--- src/rtl/exec_md_ctrl.sv ---
// exec_md_ctrl: R-type ALU control decode plus a bit-serial multiply/divide
// sequencer that owns the architectural HI/LO registers.
module exec_md_ctrl #(
    parameter int WIDTH = 32,
    parameter int FN_W  = 6
) (
    input  logic             clk,
    input  logic             rst_n,
    input  logic             in_valid,
    input  logic [3:0]       op,
    input  logic [FN_W-1:0]  fn,
    input  logic [WIDTH-1:0] rs_val,
    input  logic [WIDTH-1:0] rt_val,
    input  logic             flush,
    output logic [3:0]       aluc,
    output logic [1:0]       sel_hilo,
    output logic             stall,
    output logic             md_busy,
    output logic             md_done,
    output logic [WIDTH-1:0] hi,
    output logic [WIDTH-1:0] lo
);
    localparam int CW = $clog2(WIDTH);
    localparam logic [3:0] ALU_ADD = 4'd1, ALU_ADDU = 4'd2, ALU_SUB = 4'd3, ALU_SUBU = 4'd4,
                           ALU_AND = 4'd5, ALU_OR = 4'd6, ALU_XOR = 4'd7, ALU_NOR = 4'd8,
                           ALU_SLT = 4'd9, ALU_SLTU = 4'd10, ALU_SLL = 4'd11, ALU_SRL = 4'd12,
                           ALU_SRA = 4'd13;
    localparam logic [FN_W-1:0] FN_MFHI = FN_W'('h10), FN_MTHI = FN_W'('h11),
                                FN_MFLO = FN_W'('h12), FN_MTLO = FN_W'('h13);

    typedef enum logic [1:0] {S_IDLE, S_RUN, S_FIX} state_t;

    state_t             r_state, w_nxt;
    logic [CW-1:0]      r_cnt;
    logic [2*WIDTH-1:0] r_p;
    logic [WIDTH-1:0]   r_b, r_rs, r_hi, r_lo;
    logic               r_div, r_neg_q, r_neg_r, r_dz, r_done;
    logic               w_rtype, w_md_op, w_hi_op, w_free, w_acc, w_mt, w_sa, w_sb, w_fin;
    logic [WIDTH-1:0]   w_abs_a, w_abs_b, w_q, w_r;
    logic [WIDTH:0]     w_mul_sum, w_div_sh, w_div_df;
    logic [2*WIDTH-1:0] w_mul_nxt, w_div_nxt, w_prod;

    assign w_rtype = op == 4'hf;
    assign w_md_op = fn == FN_W'('h18) || fn == FN_W'('h19) || fn == FN_W'('h1a) || fn == FN_W'('h1b);
    assign w_hi_op = fn == FN_MFHI || fn == FN_MTHI || fn == FN_MFLO || fn == FN_MTLO;
    assign w_free  = in_valid & !flush & !md_busy & w_rtype;
    assign w_acc   = w_free & w_md_op;
    assign w_mt    = w_free & (fn == FN_MTHI || fn == FN_MTLO);
    assign w_fin   = r_state == S_FIX && !flush;

    assign md_busy  = r_state != S_IDLE;
    assign md_done  = r_done;
    assign hi       = r_hi;
    assign lo       = r_lo;
    assign stall    = in_valid & md_busy & w_rtype & (w_md_op | w_hi_op);
    assign sel_hilo = !w_rtype ? 2'd0 : fn == FN_MFHI ? 2'd1 : fn == FN_MFLO ? 2'd2 : 2'd0;

    always_comb begin
        aluc = op;
        if (w_rtype) begin
            case (fn)
                FN_W'('h20):              aluc = ALU_ADD;
                FN_W'('h21):              aluc = ALU_ADDU;
                FN_W'('h22):              aluc = ALU_SUB;
                FN_W'('h23):              aluc = ALU_SUBU;
                FN_W'('h24):              aluc = ALU_AND;
                FN_W'('h25):              aluc = ALU_OR;
                FN_W'('h26):              aluc = ALU_XOR;
                FN_W'('h27):              aluc = ALU_NOR;
                FN_W'('h2a):              aluc = ALU_SLT;
                FN_W'('h2b):              aluc = ALU_SLTU;
                FN_W'('h00), FN_W'('h04): aluc = ALU_SLL;
                FN_W'('h02), FN_W'('h06): aluc = ALU_SRL;
                FN_W'('h03), FN_W'('h07): aluc = ALU_SRA;
                default:                  aluc = 4'h0;
            endcase
        end
    end

    // MULT/DIV have fn[0] clear; their operands run as magnitudes
    assign w_sa    = !fn[0] & rs_val[WIDTH-1];
    assign w_sb    = !fn[0] & rt_val[WIDTH-1];
    assign w_abs_a = w_sa ? -rs_val : rs_val;
    assign w_abs_b = w_sb ? -rt_val : rt_val;

    assign w_mul_sum = {1'b0, r_p[2*WIDTH-1:WIDTH]} + (r_p[0] ? {1'b0, r_b} : '0);
    assign w_mul_nxt = {w_mul_sum, r_p[WIDTH-1:1]};
    assign w_div_sh  = {r_p[2*WIDTH-1:WIDTH], r_p[WIDTH-1]};
    assign w_div_df  = w_div_sh - {1'b0, r_b};
    assign w_div_nxt = {w_div_df[WIDTH] ? w_div_sh[WIDTH-1:0] : w_div_df[WIDTH-1:0],
                        r_p[WIDTH-2:0], !w_div_df[WIDTH]};

    assign w_prod = r_neg_q ? -r_p : r_p;
    assign w_q    = r_neg_q ? -r_p[WIDTH-1:0] : r_p[WIDTH-1:0];
    assign w_r    = r_neg_r ? -r_p[2*WIDTH-1:WIDTH] : r_p[2*WIDTH-1:WIDTH];

    always_comb begin
        w_nxt = r_state;
        case (r_state)
            S_IDLE:  w_nxt = w_acc ? S_RUN : S_IDLE;
            S_RUN:   w_nxt = flush ? S_IDLE : r_cnt == '0 ? S_FIX : S_RUN;
            S_FIX:   w_nxt = S_IDLE;
            default: w_nxt = S_IDLE;
        endcase
    end

    always_ff @(posedge clk or negedge rst_n) begin
        if (!rst_n) r_state <= S_IDLE;
        else r_state <= w_nxt;
    end

    always_ff @(posedge clk or negedge rst_n) begin
        if (!rst_n) begin
            r_cnt   <= '0;
            r_p     <= '0;
            r_b     <= '0;
            r_rs    <= '0;
            r_div   <= 1'b0;
            r_neg_q <= 1'b0;
            r_neg_r <= 1'b0;
            r_dz    <= 1'b0;
            r_hi    <= '0;
            r_lo    <= '0;
            r_done  <= 1'b0;
        end else begin
            r_done <= w_fin;
            if (w_acc) begin
                r_cnt   <= CW'(WIDTH - 1);
                r_p     <= {{WIDTH{1'b0}}, w_abs_a};
                r_b     <= w_abs_b;
                r_rs    <= rs_val;
                r_div   <= fn[1];
                r_neg_q <= w_sa ^ w_sb;
                r_neg_r <= w_sa;
                r_dz    <= rt_val == '0;
            end else if (r_state == S_RUN) begin
                r_cnt <= r_cnt - CW'(1);
                r_p   <= r_div ? w_div_nxt : w_mul_nxt;
            end
            if (w_fin) begin
                r_hi <= !r_div ? w_prod[2*WIDTH-1:WIDTH] : r_dz ? r_rs : w_r;
                r_lo <= !r_div ? w_prod[WIDTH-1:0] : r_dz ? {WIDTH{1'b1}} : w_q;
            end else if (w_mt) begin
                if (fn == FN_MTHI) r_hi <= rs_val;
                else r_lo <= rs_val;
            end
        end
    end
endmodule
--- config.mk ---
export PLATFORM = sky130hd
export DESIGN_NAME = exec_md_ctrl
export DESIGN_NICKNAME = d
export VERILOG_FILES = /design/src/rtl/exec_md_ctrl.sv
export SDC_FILE = /design/constraint.sdc
export NUM_CORES = 1
export LEC_CHECK = 0
export BUFFER_PORTS_ARGS = -buffer_cell sky130_fd_sc_hd__buf_4
export CAP_MARGIN = 20
export CORE_MARGIN = 5
export CORE_UTILIZATION = 50
export DETAILED_ROUTE_END_ITERATION = 10
export MAX_ROUTING_LAYER = met4
export PLACE_DENSITY = 0.7
export SYNTH_ARGS = -nofsm -noshare
export SYNTH_HDL_FRONTEND = slang
export SYNTH_SLANG_ARGS = --single-unit
--- constraint.sdc ---
create_clock -name clk -period 4.8 [get_ports clk]
set_clock_uncertainty 0.05 [all_clocks]
set_input_delay 0.72 -clock clk [delete_from_list [all_inputs] [get_ports clk]]
set_output_delay 0.72 -clock clk [all_outputs]
set_load 0.005 [all_outputs]
==> results.rst, run 1 <==
.. list-table::
   :header-rows: 1

   * - Metric
     - Value
   * - Run status
     - finished, final reports clean
   * - Critical path fanouts, max
     - 26
   * - Fraction of power consumed by the clock network
     - 0.357
   * - Clock-pin slew on the worst setup and hold paths
     - 70 ps
   * - Cell count after synthesis
     - 2,148
   * - Utilization after layout
     - 0.572
   * - Element type at the critical path end
     - flip-flop
   * - Kind of cell adding the most delay to the critical path
     - compound AO/OA/AOI/OAI gates
   * - Total power per unit cell area
     - 295 mW/mm^2
   * - Number of max-cap violations
     - 0
   * - Required @ worst endpoint
     - 5240 ps
   * - Register bit count reported by yosys
     - 204
   * - Sequential-to-total area share from yosys stat
     - 0.304
   * - Remaining Overflow, GRT
     - 0
   * - Share of flip-flops with an asynchronous set or reset
     - 1.00
   * - Simple-gate share of the synthesized area
     - 0.206
   * - Peak ir drop on the vdd network
     - 0.264 mV
   * - Leak
     - 8.20 nW
   * - TritonCTS Buffers
     - 25
   * - Number of standard-cell rows in the floorplan
     - 67
   * - Final Instance Count excl. Fillers
     - 2,668
   * - Number of global-route vias before repair
     - 15,700
   * - Final setup viols
     - 0
   * - Max stage delay cell, worst path
     - a2111oi_0
   * - Number of hold violations in the final report
     - 0
   * - Clock tree from TritonCTS
     - done
   * - Nature of the critical path startpoint
     - flip-flop
   * - Actual transition at the worst max-transition pin
     - 1110 ps
   * - Worst endpoint data arrival time
     - 4630 ps
   * - Dominant combinational cell family by area after synthesis
     - compound AO/OA/AOI/OAI gates
   * - Crit path buffers/inverters
     - 2
   * - Mux contribution to synthesized area
     - 0.0565
   * - Antenna Cells
     - 0
   * - Gate power share
     - 0.272
   * - 1st-iter DRT viols
     - 1,303
   * - RSZ-0062 raised after global routing
     - no
   * - Synthesized-area fraction occupied by xor and xnor cells
     - 0.0961
   * - Pre-Repair DR Iteration Count
     - 6
   * - Clock Tree Buf Depth
     - 3
   * - Routed Antenna Nets
     - 0
   * - Number of gates resized after cts
     - 0
   * - Synthesized net count
     - 2,303
   * - Core ar.
     - 0.0333 mm^2
   * - Horizontal die dimension
     - 193 um
   * - Internal cell power
     - 3.69 mW
   * - Number of warning messages in the yosys log
     - 0
   * - Number of enable-type register cells in the synthesized netlist
     - 0
   * - GR Util All Layers
     - 0.303
   * - Starting Density
     - 0.504
   * - CTS HTree Levels
     - 1
   * - Antenna violations before repair
     - 0
   * - Leading cell types by total area after synthesis
     - dfrtp_1 30%, nand2_1 8.3%, o21ai_0 5.8%
   * - Total number of vias
     - 16,400
   * - Synth Area per Inst
     - 7.81 um^2
   * - First-pass GRT wire length
     - 88.0 mm
   * - Global placement routability congestion
     - 0.969
   * - Synthesized-area fraction occupied by ao, oa, aoi and oai cells
     - 0.228
   * - Slew headroom
     - 0.256
   * - Switch share
     - 0.345
   * - Synthesized-area fraction occupied by adder cells
     - 0.0583
   * - Dominant cell type by area after synthesis
     - dfrtp_1
   * - Hold_buf cts
     - 0
   * - Buffers inserted during post-CTS setup optimization
     - 0
   * - Ratio of cells with drive above 1 in the final layout
     - 0.115
   * - Part of the cycle the worst path needs
     - 0.873
   * - I/O pins
     - 151
   * - Classification of the worst-slack hold path
     - input pin to asynchronous set/reset pin
   * - Power spent charging and discharging nets
     - 1.94 mW
   * - Portion of synthesized cell area occupied by the leading cell type
     - 0.304
   * - Post-DP HPWL
     - 40.9 mm
   * - Worst skew pair latency
     - 550 ps
   * - Die Outline Area
     - 0.0373 mm^2
   * - # nets final
     - 2,358
   * - Most frequent cell on the critical path
     - nor2_1
   * - Portion of total power attributed to sequential cells
     - 0.371
   * - Type of the setup path with the least slack
     - flip-flop to flip-flop
   * - Maximum achievable frequency
     - 0.239 GHz
   * - Combined area of all synthesized cells
     - 0.0168 mm^2
   * - Setup tns final
     - 0 ps
   * - Most numerous cell types in the synthesized netlist
     - 373 x nand2_1, 204 x dfrtp_1, 193 x o21ai_0
   * - Number of instances in the placed design
     - 2,623
   * - Area grow syn2layout
     - 13.6%
   * - Total detailed-routing wirelength
     - 55.6 mm
   * - Cell chain of the critical path
     - inv_1, buf_4, nor2_1, ha_1, nand3_1, nor2_1, o2111ai_1, a2111oi_0, o211ai_1, o21ai_0, mux2_2, nor4_1, a21bo_2
   * - Minimum period implied by the final worst setup slack
     - 4190 ps
   * - Number of distinct library cells after synthesis
     - 76
   * - Largest net degree at the start of global routing
     - 114
   * - Clock Tree Root
     - clkbuf_16
   * - Predominant post-synthesis flop cell
     - dfrtp_1
   * - TritonCTS Sinks
     - 204
   * - Biggest cell delay along the critical path
     - 770 ps
   * - Number of vias per cell
     - 6.15
   * - Number of max-slew violations in the final report
     - 0
   * - Vertical die dimension
     - 193 um
   * - Remaining design rule violation count
     - 0
   * - Drt wl/cell
     - 20.8 um
   * - Number of port buffers
     - 150
   * - Top-count cell post-synth
     - nand2_1
## placed cells by master (no fill, tap or decap), drive strengths merged, types with 21 or more instances in the layout
cell type	n
nand3	41
or3	30
nor2	170
xnor2	91
ha	75
o211ai	37
a22oi	26
a31oi	30
clkbuf	34
dfrtp	204
mux2i	89
nand2	373
buf	181
o31ai	29
o21ai	202
a21oi	116
a32oi	30
inv	65
nor3	32
a21o	31
nand2b	21
xor2	93
## layer usage
metal / track usage / wire length, um / vias up
met5: - / 0 / -
met4: 0.112 / 2330 / 0
met3: 0.0346 / 3920 / 114
met2: 0.467 / 25000 / 653
met1: 0.415 / 24400 / 7908
li1: - / - / 7734
## power by group through the flow
stage / clock [mW] / combinational [mW] / sequential [mW]
after global routing: 2.12 / 1.69 / 2.10
after CTS: 2.04 / 1.52 / 2.07
after detailed placement: 0 / 1.51 / 2.11
final: 2.01 / 1.53 / 2.09
after global placement: 0 / 1.50 / 2.10
after floorplan: 0 / 1.11 / 1.97
## through the flow
stage	worst slack, ps	hold slack, ps	power, mW	cell area, um^2
floorplan	1270	374	3.08	16800
global placement	732	394	3.60	18200
detailed placement	666	406	3.61	18200
CTS	649	286	5.63	19000
global route	353	319	5.91	19000
finish	611	241	5.62	19000
## logic make-up (layout without fill, tap and decap cells)
| logic type | after synthesis | in the layout |
|---|---|---|
| compound gates | 602 | 602 |
| xor+xnor | 184 | 184 |
| fa+ha+maj | 77 | 77 |
| buf+inv | 219 | 291 |
| flops | 204 | 204 |
| mux | 94 | 94 |
| simple gates | 768 | 768 |
## registers in the layout, summed over array words and instances, names as in the netlist
| name | count |
|---|---|
| hi | 32 |
| lo | 32 |
| md_done | 1 |
| r_b | 32 |
| r_cnt | 5 |
| r_div | 1 |
| r_dz | 1 |
| r_neg_q | 1 |
| r_neg_r | 1 |
| r_p | 64 |
| r_rs | 32 |
| r_state | 2 |
## final cells by class
class | count | area [um^2]
clock buffer | 33 | 706
clock inverter | 11 | 158
fill | 3165 | 14200
inverter | 65 | 244
multi-input combinational | 1725 | 10900
sequential | 204 | 5110
tap | 448 | 561
timing repair buffer | 182 | 1410
## path summary, 6_finish.rpt
check | start | endpoint | slack [ps] | cells after the start
min in group clk | flush | r_state[1]$_DFF_PN0_ | 330 | 2
setup / recovery | r_p[0]$_DFFE_PN0P_ | r_p[62]$_DFFE_PN0P_ | 610 | 13
setup reg to reg | r_p[0]$_DFFE_PN0P_ | r_p[62]$_DFFE_PN0P_ | 610 | 13
hold / removal | rst_n | lo[16]$_DFFE_PN0P_ | 240 | 1
max in group asynchronous | rst_n | r_rs[18]$_DFFE_PN0P_ | 3470 | 2
hold reg to reg | r_rs[21]$_DFFE_PN0P_ | r_rs[21]$_DFFE_PN0P_ | 420 | 2
Note: power is estimated with default switching activity, not from simulation.
==> run 2: changes to the inputs <==
--- a/config.mk
+++ b/config.mk
@@ -7,11 +7,14 @@
 export LEC_CHECK = 0
 export BUFFER_PORTS_ARGS = -buffer_cell sky130_fd_sc_hd__buf_4
 export CAP_MARGIN = 20
+export CELL_PAD_IN_SITES_DETAIL_PLACEMENT = 1
+export CELL_PAD_IN_SITES_GLOBAL_PLACEMENT = 2
 export CORE_MARGIN = 5
-export CORE_UTILIZATION = 50
+export CORE_UTILIZATION = 36
 export DETAILED_ROUTE_END_ITERATION = 10
 export MAX_ROUTING_LAYER = met4
-export PLACE_DENSITY = 0.7
+export PLACE_DENSITY = 0.82
+export RECOVER_POWER = 100
 export SYNTH_ARGS = -nofsm -noshare
 export SYNTH_HDL_FRONTEND = slang
 export SYNTH_SLANG_ARGS = --single-unit
==> results.rst, run 2 (synthesis gave the netlist of run 1 again) <==
.. list-table::
   :header-rows: 1

   * - Metric
     - Value
   * - Run status
     - finished, violations left
   * - Violated checks
     - capacitance limit, slew limit
   * - Global placement routability congestion
     - 0.894 (-7.8%)
   * - Clock Tree Buf Depth
     - 3 (unchanged)
   * - Max stage delay cell, worst path
     - or3_1
   * - Total number of vias
     - 16,400 (+0.12%)
   * - Worst skew pair latency
     - 570 ps (+20 ps)
   * - Vertical die dimension
     - 226 um (+17%)
   * - Maximum achievable frequency
     - 0.235 GHz (-1.4%)
   * - Most frequent standard cell in the layout excluding fill and tap cells
     - nand2_1
   * - Clock tree from TritonCTS
     - done
   * - Element type at the critical path end
     - flip-flop
   * - Antenna violations before repair
     - 0 (unchanged)
   * - Minimum period implied by the final worst setup slack
     - 4250 ps (+59.3 ps)
   * - Remaining Overflow, GRT
     - 0 (unchanged)
   * - Total power per unit cell area
     - 298 mW/mm^2 (+1.0%)
   * - Pre-Repair DR Iteration Count
     - 5 (-1)
   * - Critical path fanouts, max
     - 21 (-19%)
   * - Worst endpoint data arrival time
     - 4640 ps (about the same)
   * - Type of the setup path with the least slack
     - input pin to flip-flop
   * - Routed length on met3
     - 3.06 mm (-22%)
   * - Buffers inserted during post-CTS setup optimization
     - 0 (unchanged)
   * - Leak
     - 8.12 nW (-0.98%)
   * - Clock-pin slew on the worst setup and hold paths
     - 60 ps (about the same)
   * - Smallest setup slack after layout
     - 552 ps (-59.3 ps)
   * - Peak ir drop on the vdd network
     - 0.290 mV (+9.8%)
   * - Slew headroom
     - -1.05 (-1.31)
   * - Ratio of cells with drive above 1 in the final layout
     - 0.106 (-0.00894)
   * - Post-DP HPWL
     - 47.9 mm (+17%)
   * - # nets final
     - 2,362 (+0.17%)
   * - Number of standard-cell rows in the floorplan
     - 79 (+18%)
   * - Crit path buffers/inverters
     - 2 (unchanged)
   * - Hold_buf cts
     - 0 (unchanged)
   * - Final setup viols
     - 0 (unchanged)
   * - Nature of the critical path startpoint
     - input pin
   * - Top register by number of flip-flops
     - r_p
   * - Core ar.
     - 0.0464 mm^2 (+39%)
   * - RSZ-0062 raised after global routing
     - no
   * - Number of port buffers
     - 150 (unchanged)
   * - Number of hold violations in the final report
     - 0 (unchanged)
   * - Largest net degree at the start of global routing
     - 109 (-4.4%)
   * - Total detailed-routing wirelength
     - 64.4 mm (+16%)
   * - Cell chain of the critical path
     - clkbuf_1, inv_1, ha_1, nor4_1, or3_1, nand2_1, o22ai_1, nor2_1
   * - Horizontal die dimension
     - 226 um (+17%)
   * - Clock Tree Root
     - clkbuf_16
   * - Remaining design rule violation count
     - 0 (unchanged)
   * - Kind of cell adding the most delay to the critical path
     - simple AND/OR/NAND/NOR gates
   * - Setup tns final
     - 0 ps (unchanged)
   * - Die Outline Area
     - 0.0510 mm^2 (+37%)
   * - Antenna Cells
     - 0 (unchanged)
   * - Routed Antenna Nets
     - 0 (unchanged)
   * - Commonest cells after routing, fill and taps aside
     - 373 x nand2_1, 203 x dfrtp_1, 199 x o21ai_0, 168 x nor2_1, 114 x a21oi_1
   * - Part of the cycle the worst path needs
     - 0.885 (+0.0124)
   * - Met2 layer wire length in the routed design
     - 30.3 mm (+21%)
   * - 1st-iter DRT viols
     - 1,059 (-19%)
   * - GR Util All Layers
     - 0.255 (-0.0479)
   * - Worst Setup Slack post-DPL
     - 807 ps (+141 ps)
   * - Highest metal layer with signal wires
     - met4
   * - Starting Density
     - 0.362 (-0.142)
   * - Post-route met1 wirelength
     - 28.8 mm (+18%)
   * - Max FFs per register
     - 64 (unchanged)
   * - Biggest cell delay along the critical path
     - 1030 ps (+260 ps)
   * - CTS HTree Levels
     - 1 (unchanged)
   * - Layout fillers
     - 5,594 (+77%)
   * - Required @ worst endpoint
     - 5200 ps (-40 ps)
   * - Drt wl/cell
     - 22.7 um (+9.0%)
   * - Number of max-slew violations in the final report
     - 141 (+141)
   * - Area grow syn2layout
     - 14.2%
   * - Actual transition at the worst max-transition pin
     - 3080 ps (+1960 ps)
   * - TritonCTS Sinks
     - 204 (unchanged)
   * - Number of gates resized after cts
     - 0 (unchanged)
   * - Number of max-cap violations
     - 2 (+2)
   * - Classification of the worst-slack hold path
     - input pin to flip-flop
   * - Number of vias per cell
     - 5.79 (-5.8%)
   * - TritonCTS Buffers
     - 27 (+8.0%)
   * - I/O pins
     - 151 (unchanged)
   * - Number of global-route vias before repair
     - 17,100 (+9.2%)
   * - First-pass GRT wire length
     - 101 mm (+15%)
==> run 2: final cells by class <==
class	count	area, um^2	share of cell area
multi-input combinational	1725	10800	0.565
clock inverter	13	128	0.00666
clock buffer	37	753	0.0393
inverter	65	244	0.0127
timing repair buffer	184	1330	0.0695
tap	607	759	0.0396
sequential	204	5110	0.267
==> run 2: worst paths after layout <==
check	from	to	slack (ps)	cells past startpoint
max in group asynchronous	rst_n	hi[23]$_DFFE_PN0P_	1380	2
worst max register to register	r_p[0]$_DFFE_PN0P_	r_p[61]$_DFFE_PN0P_	590	13
worst min register to register	r_rs[26]$_DFFE_PN0P_	r_rs[26]$_DFFE_PN0P_	420	2
worst max-delay path	fn[0]	r_p[4]$_DFFE_PN0P_	550	8
min in group asynchronous	rst_n	lo[16]$_DFFE_PN0P_	1110	1
worst min-delay path	flush	r_state[1]$_DFF_PN0_	310	2
==> run 2: metrics by stage <==
| stage | instance area (um^2) | cells | power [mW] | hold slack [ps] | utilization |
|---|---|---|---|---|---|
| floorplan | 16800 | 2148 | 3.08 | 374 | - |
| global placement | 18400 | 2785 | 3.62 | 396 | 0.397 |
| detailed placement | 18400 | 2785 | 3.67 | 405 | 0.397 |
| CTS | 19300 | 2835 | 5.77 | 218 | 0.416 |
| global route | 19200 | 2835 | 6.01 | 295 | 0.413 |
| finish | 19200 | 2835 | 5.71 | 308 | 0.413 |
==> run 2: metal layers <==
layer | global-route usage | vias up
met2 | 0.421 | 387
met3 | 0.0263 | 93
li1 | - | 7759
met5 | - | -
met4 | 0.0777 | 0
met1 | 0.334 | 8189
==> run 2: where the power goes <==
part           switching [mW]  internal [mW]
sequential              0.284           1.83
clock                   0.861           1.20
combinational           0.893          0.637
total                    2.04           3.67
==> run 3: changes to the inputs <==
--- a/config.mk
+++ b/config.mk
@@ -14,7 +14,6 @@
 export DETAILED_ROUTE_END_ITERATION = 10
 export MAX_ROUTING_LAYER = met4
 export PLACE_DENSITY = 0.82
-export RECOVER_POWER = 100
 export SYNTH_ARGS = -nofsm -noshare
 export SYNTH_HDL_FRONTEND = slang
 export SYNTH_SLANG_ARGS = --single-unit
==> results.rst, run 3 (synthesis gave the netlist of run 1 again) <==
.. list-table::
   :header-rows: 1

   * - Metric
     - Value
   * - Run status
     - finished, final reports clean
   * - Number of vias per cell
     - 5.78 (-0.19%)
   * - RSZ-0062 raised after global routing
     - no
   * - Vertical die dimension
     - 226 um (unchanged)
   * - Number of instances in the placed design
     - 2,785 (unchanged)
   * - Starting Density
     - 0.362 (unchanged)
   * - Routed Antenna Nets
     - 0 (unchanged)
   * - GR Util All Layers
     - 0.255 (unchanged)
   * - Remaining design rule violation count
     - 0 (unchanged)
   * - Classification of the worst-slack hold path
     - input pin to asynchronous set/reset pin
   * - Die Outline Area
     - 0.0510 mm^2 (unchanged)
   * - Leak
     - 8.23 nW (+1.4%)
   * - Element type at the critical path end
     - flip-flop
   * - Number of max-slew violations in the final report
     - 0 (-100%)
   * - Kind of cell adding the most delay to the critical path
     - compound AO/OA/AOI/OAI gates
   * - First-pass GRT wire length
     - 101 mm (unchanged)
   * - Nature of the critical path startpoint
     - flip-flop
   * - Post-route standard cell area excluding fillers
     - 0.0193 mm^2 (+0.59%)
   * - Area grow syn2layout
     - 14.9%
   * - Number of port buffers
     - 150 (unchanged)
   * - Critical path fanouts, max
     - 20 (-4.8%)
   * - TritonCTS Sinks
     - 204 (unchanged)
   * - Buffers inserted during post-CTS setup optimization
     - 0 (unchanged)
   * - Number of max-cap violations
     - 0 (-2)
   * - Peak ir drop on the vdd network
     - 0.289 mV (-0.23%)
   * - # nets final
     - 2,362 (unchanged)
   * - Global placement routability congestion
     - 0.894 (unchanged)
   * - Antenna Cells
     - 0 (unchanged)
   * - I/O pins
     - 151 (unchanged)
   * - Clock tree from TritonCTS
     - done
   * - CTS HTree Levels
     - 1 (unchanged)
   * - Top register by number of flip-flops
     - r_p
   * - Required @ worst endpoint
     - 5220 ps (+20 ps)
   * - Crit path buffers/inverters
     - 3 (+1)
   * - Clock Tree Buf Depth
     - 3 (unchanged)
   * - Part of the cycle the worst path needs
     - 0.845 (-0.0403)
   * - Startpoint of the lowest-slack register-to-register path
     - r_p[0]$_DFFE_PN0P_
   * - Pre-Repair DR Iteration Count
     - 5 (unchanged)
   * - Max FFs per register
     - 64 (unchanged)
   * - Drt wl/cell
     - 22.7 um (about the same)
   * - Number of global-route vias before repair
     - 17,100 (unchanged)
   * - Number of hold violations in the final report
     - 0 (unchanged)
   * - Cells on worst reg2reg path
     - 13 (unchanged)
   * - 1st-iter DRT viols
     - 1,037 (-2.1%)
   * - Core ar.
     - 0.0464 mm^2 (unchanged)
   * - TritonCTS Buffers
     - 27 (unchanged)
   * - Cell chain of the critical path
     - inv_1, buf_4, nor2_1, ha_1, a21oi_1, a21boi_0, or3_1, a211oi_1, buf_4, o21ai_0, mux2i_1, or4_1, a22oi_1
   * - Actual transition at the worst max-transition pin
     - 1100 ps (-1980 ps)
   * - Type of the setup path with the least slack
     - flip-flop to flip-flop
   * - Worst skew pair latency
     - 570 ps (about the same)
   * - Number of gates resized after cts
     - 0 (unchanged)
   * - Remaining Overflow, GRT
     - 0 (unchanged)
   * - Antenna violations before repair
     - 0 (unchanged)
   * - Setup tns final
     - 0 ps (unchanged)
   * - Most frequent standard cell in the layout excluding fill and tap cells
     - nand2_1
   * - Biggest cell delay along the critical path
     - 510 ps (-520 ps)
   * - Ratio of cells with drive above 1 in the final layout
     - 0.118 (+0.0112)
   * - Slack of the worst reg-to-reg path
     - 750 ps (+160 ps)
   * - Total detailed-routing wirelength
     - 64.5 mm (about the same)
   * - Most frequent cell on the critical path
     - buf_4
   * - Slew headroom
     - 0.268 (+1.32)
   * - Post-DP HPWL
     - 47.9 mm (unchanged)
   * - Maximum achievable frequency
     - 0.247 GHz (+4.8%)
   * - Final setup viols
     - 0 (unchanged)
   * - Largest net degree at the start of global routing
     - 109 (unchanged)
   * - Post-DP Area
     - 0.0184 mm^2 (unchanged)
   * - Worst endpoint data arrival time
     - 4480 ps (-160 ps)
   * - Hold_buf cts
     - 0 (unchanged)
   * - Number of standard-cell rows in the floorplan
     - 79 (unchanged)
   * - Total number of vias
     - 16,400 (-0.19%)
   * - Total power per unit cell area
     - 297 mW/mm^2 (-0.35%)
   * - Max stage delay cell, worst path
     - or4_1
   * - Reg-to-Reg End
     - r_p[61]$_DFFE_PN0P_
   * - Commonest cells after routing, fill and taps aside
     - 372 x nand2_1, 203 x dfrtp_1, 193 x o21ai_0, 181 x buf_4, 168 x nor2_1
   * - Clock-pin slew on the worst setup and hold paths
     - 60 ps (about the same)
   * - Horizontal die dimension
     - 226 um (unchanged)
   * - Final Instance Count excl. Fillers
     - 2,835 (unchanged)
   * - Minimum period implied by the final worst setup slack
     - 4050 ps (-194 ps)
   * - Clock Tree Root
     - clkbuf_16
run 3: changes by cell type in the layout (fill, tap and decap cells not counted), moves of 3 or more:
cell / before / now
or2_2: 3 / 6
clkbuf_4: 57 / 0
buf_4: 104 / 181
clkbuf_2: 3 / 0
or2_0: 3 / 0
clkbuf_1: 24 / 6
o21ai_0: 199 / 193
o21ai_1: 2 / 8
run 3: where the power goes:
part	leakage (nW)	internal [mW]	switching, mW	total, mW
Sequential	2.61	1.83	0.287	2.12
Clock	0.434	1.20	0.861	2.07
Combinational	5.18	0.647	0.894	1.54
run 3: through the flow:
step,power (mW),hold slack [ps],setup slack (ps),util
4_1_cts,5.77,218,776,0.416
3_3_place_gp,3.62,396,835,0.397
5_1_grt,6.03,261,405,0.416
3_5_place_dp,3.67,405,807,0.397
6_report,5.73,203,745,0.416
2_1_floorplan,3.08,374,1270,-
run 3: worst reg2reg max path, cell delays in order (launching register included):
cell      delay, ps
dfrtp_1         480
inv_1           410
buf_4           330
nor2_1           90
ha_1            360
a21oi_1         250
a21boi_0        170
or3_1           390
a211oi_1        270
buf_4           180
o21ai_0         160
mux2i_1         150
or4_1           510
a22oi_1         180
run 3: worst max-delay path by stage:
stage / start / end / depth (start not counted) / slack (ps)
floorplan: r_p[0]$_DFFE_PN0P_ / r_p[61]$_DFFE_PN0P_ / 13 / 1270
global placement: r_p[0]$_DFFE_PN0P_ / r_p[62]$_DFFE_PN0P_ / 14 / 840
detailed placement: r_p[0]$_DFFE_PN0P_ / r_p[61]$_DFFE_PN0P_ / 13 / 810
CTS: r_p[0]$_DFFE_PN0P_ / r_p[61]$_DFFE_PN0P_ / 13 / 780
global route: r_p[0]$_DFFE_PN0P_ / r_p[62]$_DFFE_PN0P_ / 14 / 400
finish: r_p[0]$_DFFE_PN0P_ / r_p[61]$_DFFE_PN0P_ / 13 / 750
run 3: area by class of cell:
type	count	area [um^2]
well taps	607	759
clock inverters	13	128
flip-flops and latches	204	5110
clock buffers	37	753
repair buffers	184	1410
fillers	5579	27100
multi-input cells	1725	10900
inverters	65	244
run 3: routing by layer:
metal | routed length (um) | up-vias | track usage
met5 | 0 | - | -
met4 | 2260 | 0 | 0.0777
li1 | - | 7756 | -
met3 | 2910 | 86 | 0.0263
met2 | 30300 | 359 | 0.421
met1 | 29000 | 8196 | 0.334
